==> src/rtl/tape_pkg.sv <==
// Shared definitions for the tape pulse player: FSM states,
// pulse word layout and default tick dividers.
package tape_pkg;

    typedef enum logic [1:0] {
        ST_IDLE,
        ST_FETCH,
        ST_LOAD,
        ST_COUNT
    } state_t;

    localparam int WORD_W         = 16;
    localparam int LEVEL_BIT      = 15;
    localparam int LEN_W          = 15;
    localparam int PRE_W          = 16;
    localparam int DIV_NORMAL_DEF = 56;
    localparam int DIV_TURBO_DEF  = 28;

    function automatic logic [LEN_W-1:0] pulse_len(
        input logic [WORD_W-1:0] w
    );
        return w[LEN_W-1:0];
    endfunction

endpackage

==> src/rtl/tape_tick_prescaler.sv <==
// Tick prescaler for the tape pulse player.
// Ports: i_clock, i_reset, i_clear (hold at 0), i_turbo (divider
// select, sampled every cycle), o_tick (one-cycle tick).
module tape_tick_prescaler
    import tape_pkg::*;
#(
    parameter int DIV_NORMAL = DIV_NORMAL_DEF,
    parameter int DIV_TURBO  = DIV_TURBO_DEF
) (
    input  logic i_clock,
    input  logic i_reset,
    input  logic i_clear,
    input  logic i_turbo,
    output logic o_tick
);

    localparam logic [PRE_W-1:0] NORM_M1 = PRE_W'(DIV_NORMAL - 1);
    localparam logic [PRE_W-1:0] TURB_M1 = PRE_W'(DIV_TURBO - 1);

    logic [PRE_W-1:0] r_presc;
    logic [PRE_W-1:0] w_limit;
    logic             w_wrap;

    // ">=" so a switch to the shorter divider mid-pulse still wraps
    // when the count is already past the new limit.
    assign w_limit = i_turbo ? TURB_M1 : NORM_M1;
    assign w_wrap  = (r_presc >= w_limit);
    assign o_tick  = w_wrap & ~i_clear & ~i_reset;

    always_ff @(posedge i_clock) begin
        if (i_reset || i_clear) begin
            r_presc <= '0;
        end else if (w_wrap) begin
            r_presc <= '0;
        end else begin
            r_presc <= r_presc + 1'b1;
        end
    end

endmodule

==> src/rtl/tape_pulse_player.sv <==
// Replays tape pulse words from a FIFO as an EAR level stream.
// Ports: i_clock, i_reset, i_clear_fifo, i_load_turbo, i_fifo_empty,
// i_fifo_q (level + length) in; o_fifo_rdreq, o_ear, o_playing,
// o_underrun out.
module tape_pulse_player
    import tape_pkg::*;
#(
    parameter int DIV_NORMAL = DIV_NORMAL_DEF,
    parameter int DIV_TURBO  = DIV_TURBO_DEF
) (
    input  logic              i_clock,
    input  logic              i_reset,
    input  logic              i_clear_fifo,
    input  logic              i_load_turbo,
    input  logic              i_fifo_empty,
    input  logic [WORD_W-1:0] i_fifo_q,
    output logic              o_fifo_rdreq,
    output logic              o_ear,
    output logic              o_playing,
    output logic              o_underrun
);

    state_t           r_state;
    logic [LEN_W-1:0] r_count;
    logic             r_ear;
    logic             r_underrun;
    logic [LEN_W-1:0] w_len;
    logic             w_tick;
    logic             w_presc_clr;

    assign w_len       = pulse_len(i_fifo_q);
    // Prescaler only runs while a pulse is being timed.
    assign w_presc_clr = i_clear_fifo | (r_state != ST_COUNT);

    tape_tick_prescaler #(
        .DIV_NORMAL (DIV_NORMAL),
        .DIV_TURBO  (DIV_TURBO)
    ) u_presc (
        .i_clock (i_clock),
        .i_reset (i_reset),
        .i_clear (w_presc_clr),
        .i_turbo (i_load_turbo),
        .o_tick  (w_tick)
    );

    always_ff @(posedge i_clock) begin
        if (i_reset || i_clear_fifo) begin
            r_state    <= ST_IDLE;
            r_count    <= '0;
            r_ear      <= 1'b0;
            r_underrun <= 1'b0;
        end else begin
            case (r_state)
                ST_IDLE: begin
                    if (!i_fifo_empty) r_state <= ST_FETCH;
                end
                ST_FETCH: begin
                    r_state <= ST_LOAD;
                end
                ST_LOAD: begin
                    if (w_len != '0) begin
                        r_ear   <= i_fifo_q[LEVEL_BIT];
                        r_count <= w_len;
                        r_state <= ST_COUNT;
                    end else begin
                        // Zero-length word: skip without touching EAR.
                        r_state <= i_fifo_empty ? ST_IDLE : ST_FETCH;
                    end
                end
                ST_COUNT: begin
                    if (w_tick && r_count != '0) begin
                        r_count <= r_count - 1'b1;
                        if (r_count == LEN_W'(1)) begin
                            if (i_fifo_empty) begin
                                r_state    <= ST_IDLE;
                                r_underrun <= 1'b1;
                            end else begin
                                r_state <= ST_FETCH;
                            end
                        end
                    end
                end
                default: r_state <= ST_IDLE;
            endcase
        end
    end

    assign o_fifo_rdreq = (r_state == ST_FETCH) & ~i_clear_fifo & ~i_reset;
    assign o_ear        = r_ear;
    assign o_playing    = (r_state != ST_IDLE);
    assign o_underrun   = r_underrun;

endmodule

==> config.mk <==
export PLATFORM = sky130hd
export DESIGN_NAME = tape_pulse_player
export DESIGN_NICKNAME = d
export VERILOG_FILES = /design/src/rtl/tape_pkg.sv /design/src/rtl/tape_tick_prescaler.sv /design/src/rtl/tape_pulse_player.sv
export SDC_FILE = /design/constraint.sdc
export NUM_CORES = 1
export LEC_CHECK = 0
export BUFFER_PORTS_ARGS = -buffer_cell sky130_fd_sc_hd__buf_2
export CAP_MARGIN = 20
export CORE_MARGIN = 2
export CORE_UTILIZATION = 25
export CTS_CLUSTER_DIAMETER = 30
export DETAILED_ROUTE_END_ITERATION = 12
export GPL_TIMING_DRIVEN = 0
export SETUP_SLACK_MARGIN = 0.05
export SYNTH_ARGS = -nofsm -noshare
export SYNTH_HDL_FRONTEND = slang
export SYNTH_SLANG_ARGS = --single-unit
==> constraint.sdc <==
create_clock -name i_clock -period 2.5 [get_ports i_clock]
set_clock_uncertainty 0.05 [all_clocks]
set_input_delay 0.5 -clock i_clock [delete_from_list [all_inputs] [get_ports i_clock]]
set_output_delay 0.5 -clock i_clock [all_outputs]
set_load 0.005 [all_outputs]
* After elaboration in Yosys (flattened, before gate mapping) *
Cells that the tools add are included.

storage, ports and cells
  input bits = 21
  flip-flop bits (word level) = 35
  output and inout port bits = 4

cells by class
  multiplexer cells = 10
  eq/ne operators = 9
  magnitude comparators = 1
  bitwise operators = 8
  add/sub/neg operators = 2
  reduce and logical (&&, ||, !) cells = 13

operators with widths
  operator               count
  $mux 15                2
  $pmux 15 s2            1
  $reduce_bool 15->1     2
  $add 16x1->16 const B  1
  $ge 16x16->1           1
  $eq 15x1->1 const B    1
  $sub 15x1->15 const B  1
  $ne 2x2->1 const B     5
  $mux 2                 4
  $pmux 2 s4             1
  $mux 6                 1
  $reduce_and 3->1       2
  $and 1x1->1            4
  $eq 2x2->1 const B     2
  $reduce_and 4->1       1
  $reduce_bool 2->1      2
  $not 1->1              3
  $eq 2x1->1 const B     1
  $logic_not 2->1        1
  $logic_or 1x1->1       2
  $reduce_and 2->1       1
  $reduce_or 2->1        1
  $logic_and 1x1->1      1
  $mux 1                 1
  $or 1x1->1             1

* Logic depth before layout (Yosys ltp) *
  word-level depth = 8
  mapped depth = 9

* By module *
From an unflattened synthesis, not the netlist that was laid out.

unflattened totals
  cell total of the unflattened synthesis = 213
  area, all modules = 1876.8 µm²

by module, submodules not included
  module               instances  area each (µm²)  cells each
  tape_pulse_player    1          1233.7           163
  tape_tick_prescaler  1          643.1            50

* Least setup slack after synthesis *
No wires, ideal clock.

  kind = input to register
  start point = input port i_load_turbo
  end point = register r_count[14]
  data arrival time = 1.973 ns
  path slack = 0.360 ns
  setup time = 0.117 ns
  cell stages on the path = 9
  required time = 2.333 ns
  path through = inv_1 ha_1 nand3_1 nand2_1 a31oi_1 o31ai_2 buf_6 o21ai_2 a32o_1

on the way
  cells in the longest elaborated chain, start to end = 7

ends and longest elaborated chain
  what                        line                       source
  start: declaration          tape_pulse_player.sv:14    input logic i_load_turbo,
  $mux 6                      tape_tick_prescaler.sv:26  assign w_limit = i_turbo ? TURB_M1 : NORM_M1;
  $ge 16x16->1                tape_tick_prescaler.sv:27  assign w_wrap = (r_presc >= w_limit);
  $and 1x1->1 (2 in a row)    tape_tick_prescaler.sv:28  assign o_tick = w_wrap & ~i_clear & ~i_reset;
  $logic_and 1x1->1           tape_pulse_player.sv:71    if (w_tick && r_count != '0) begin
  $ne 2x2->1 (no line)        -
  $reduce_and 3->1 (no line)  -
  end signal: assignment      tape_pulse_player.sv:63    r_count <= w_len;
  end signal: assignment      tape_pulse_player.sv:72    r_count <= r_count - 1'b1;
  end: declaration            tape_pulse_player.sv:24    logic [LEN_W-1:0] r_count;

Every way passes these cells.
A chain may end at the register's enable or synchronous reset.

* Worst setup path in the final report *
  start point = input port i_reset
  end point = output port o_fifo_rdreq

on the way
  cells in the longest elaborated chain, start to end = 2

ends and longest elaborated chain
  what                line                     source
  start: declaration  tape_pulse_player.sv:12  input logic i_reset,
  $not 1->1           tape_pulse_player.sv:88  assign o_fifo_rdreq = (r_state == ST_FETCH) & ~i_clear_fifo & ~i_reset;
  $and 1x1->1         tape_pulse_player.sv:88
  end: declaration    tape_pulse_player.sv:17  output logic o_fifo_rdreq,

Every way passes these cells.

==> results.cfg <==
[clock_network]
cts_tree = yes
post_cts_buffers = 0
postCtsHoldBufs = 0
clock-sinks = 35
h-tree-depth = 2
clk_latency_ns = 0.29
numCtsBuffers = 5
cts_buffer_depth = 2
cts-root-buf = clkbuf_8
clk_pin_slew_ns = 0.07

[sta]
finalHoldViolCount = 0
slew_headroom = 0.611
period_needed_ns = 2.37
drv_slew = 0
tightestPinTransition_ns = 0.583
setup_slack_ns = 0.131
setup_viol_count_final = 0
grt_setup_unrepaired = no
max_freq_mhz = 422
finalSetupTns_ns = 0
period_share = 0.948

[worst_hold_path]
hp-class = in2reg
min-delay-start = i_fifo_empty
hold_depth = 2
hold_end = r_state[0]

[grt]
grt_pass1_vias = 1636
antenna_found_initial = 0
grt_pass1_wl_um = 7580
grt_usage = 0.128
grt_max_degree = 13
grt-ovfl-total = 0

[logic_synthesis]
synth_cell_type_count = 36
synth_mux_area_frac = 0.0174
synth_area_um2 = 1730
synth_adder_area_share = 0.0434
yosysSeqAreaShare = 0.406
synthCells = 206
synth-seq-cells = 35
synth_compound_area_frac = 0.191
yosys-top-cells-area = dfxtp_1, nor2_1, a32o_1
avgSynthCellArea_um2 = 8.39
yosys_warnings = 0
yosysTopAreaCell = dfxtp_1
synth_top_family_by_area = simple AND/OR/NAND/NOR gates
synth_top_area_frac = 0.406
synth_xor_area_frac = 0.0253
yosys.area_share.simple = 0.272

[placed_design]
place_ws_ns = -0.136
port_buffers = 24
dp_hpwl_um = 3230
finalWeightedCongestion = 0.812

[floorplanning]
die_h_um = 87.1
fp-row-count = 30
num_io_pins = 25
die_area_um2 = 7590
initial_core_util = 0.256
die_w_um = 87.1
core_area_um2 = 6760

[worst_setup_path]
end_kind = output pin
critical_path_arrival_ns = 1.82
r2r_setup_slack_ns = 0.27
cp_slowest_stage_delay_ns = 0.28
cp_num_buf_inv = 4
crit_slowest_cell = or2_2
startpoint_type = input pin
reg2regPathDepth = 7
crit_family = buffers and inverters
timing.rr.end = r_state[0]
reg2reg_from = r_count[9]
path_max_fanout = 10
crit_chain = buf_2 > or2_2 > clkbuf_1 > buf_2 > nor3_1 > buf_2
path_class = in2out
cp.required_ns = 1.95
path_common_cell = buf_2

[final_layout]
multi_input_comb_area_um2 = 997
fin_util = 0.310
layout-drive-gt1-share = 0.183
diodes = 0
final-seq-area_um2 = 701
final_common_cell = dfxtp_1
syn_to_final_growth_pct = 21.1
layout.nets = 272
fillers = 729
layout_common_cells = dfxtp_1, nor2_1, buf_2

[drt]
ant_nets = 0
dr_total_vias = 1683
drtPass1Iterations = 4
drc_errors = 0
finalWirelength_um = 4500
detail_route.vias_per_cell = 5.16
wire_per_inst_um = 13.8
drtIter0Drc = 145

[flow_run]
max_cap_violations = 0

[power]
p_leak_nw = 0.835
vdd_ir_drop_max_mv = 0.265
cellPowerDensity_nw_per_um2 = 532

[outcome]
status = finished, final reports clean
==> cells by family (layout without fill, tap and decap cells) <==
family                     Yosys count  in the layout
AOI/OAI and AO/OA                   45             45
xor gates and xnor gates             5              5
adders and majority gates            6              6
buffers and inverters               17             49
DFF                                 35             35
muxes                                3              3
other                                1              9
and+or+nand+nor                     94             94
==> sequential cells by signal (all words and copies together), names as in the netlist <==
signal and count:
u_presc.r_presc 16, o_underrun 1, r_count 15, r_state 2
o_ear 1
==> where the power goes <==
group | switching, mW | internal, mW | leakage [nW]
clock network | 0.219 | 0.225 | 0.0474
logic | 0.0572 | 0.0379 | 0.502
registers | 0.00560 | 0.568 | 0.286
==> final cells by class <==
cell class | count | area share
buffer | 11 | 0.0251
clock buffer | 6 | 0.0395
clock inverter | 2 | 0.00778
inverter | 6 | 0.0108
multi-input combinational | 162 | 0.477
sequential | 35 | 0.335
tap | 80 | 0.0478
timing repair buffer | 24 | 0.0574
==> per-stage QoR <==
stage / hold WS [ns] / power (mW) / std cells / area, um2
4_1_cts: 0.362 / 1.12 / 326 / 2080
6_report: 0.372 / 1.11 / 326 / 2090
3_5_place_dp: 0.387 / 0.679 / 318 / 1980
5_1_grt: 0.367 / 1.17 / 326 / 2090
2_1_floorplan: 0.363 / 0.640 / 214 / 1760
3_3_place_gp: 0.381 / 0.678 / 318 / 1980
==> worst max-delay path by stage <==
stage,from,end,slack [ns],cells past startpoint
3_3_place_gp,i_reset,r_count[14],-0.13,7
5_1_grt,i_reset,o_fifo_rdreq,0.09,6
2_1_floorplan,i_load_turbo,r_count[14],0.36,9
3_5_place_dp,i_load_turbo,r_count[6],-0.14,10
4_1_cts,r_count[0],r_count[6],0.13,8
6_report,i_reset,o_fifo_rdreq,0.13,6
==> synthesized netlist by cell type, drive strengths merged <==
cell type and count:
a221oi 1, xor2 2, inv 6, a31oi 1
xnor2 3, nand4 2, nor3 14, or4 2
nor3b 2, nor4 12, a31o 1, a32oi 1
clkbuf 7, nand2 11, or2 1, conb 1
dfxtp 35, nor2 34, ha 6, a32o 12
a21oi 12, o21ai 13, nand3 11, buf 4
nand2b 1, and3 4, o21a 1, a22oi 2
o31ai 1, mux2i 3
==> worst register-to-register path, stage by stage, from the launching register on <==
cell and delay [ns]:
dfxtp_1 0.35, or4_1 0.51, buf_2 0.20, nor4_2 0.26, nand4_1 0.16, nor4_1 0.31
o21a_1 0.21, a221oi_2 0.06
==> timing repair <==
item,in CTS,in global routing
endpoints found under the setup margin,1,15
pin swaps,0,0
gates resized for setup,1,2
gates cloned,0,0
==> routing by layer <==
metal	routed length, um	share of wire	global-route usage
met1	2020	0.45	0.163
met4	95	0.021	0.0601
met2	2030	0.45	0.201
met3	359	0.080	0.0341
met5	0	0	0
No activity file was read; power rests on OpenSTA's default activity.
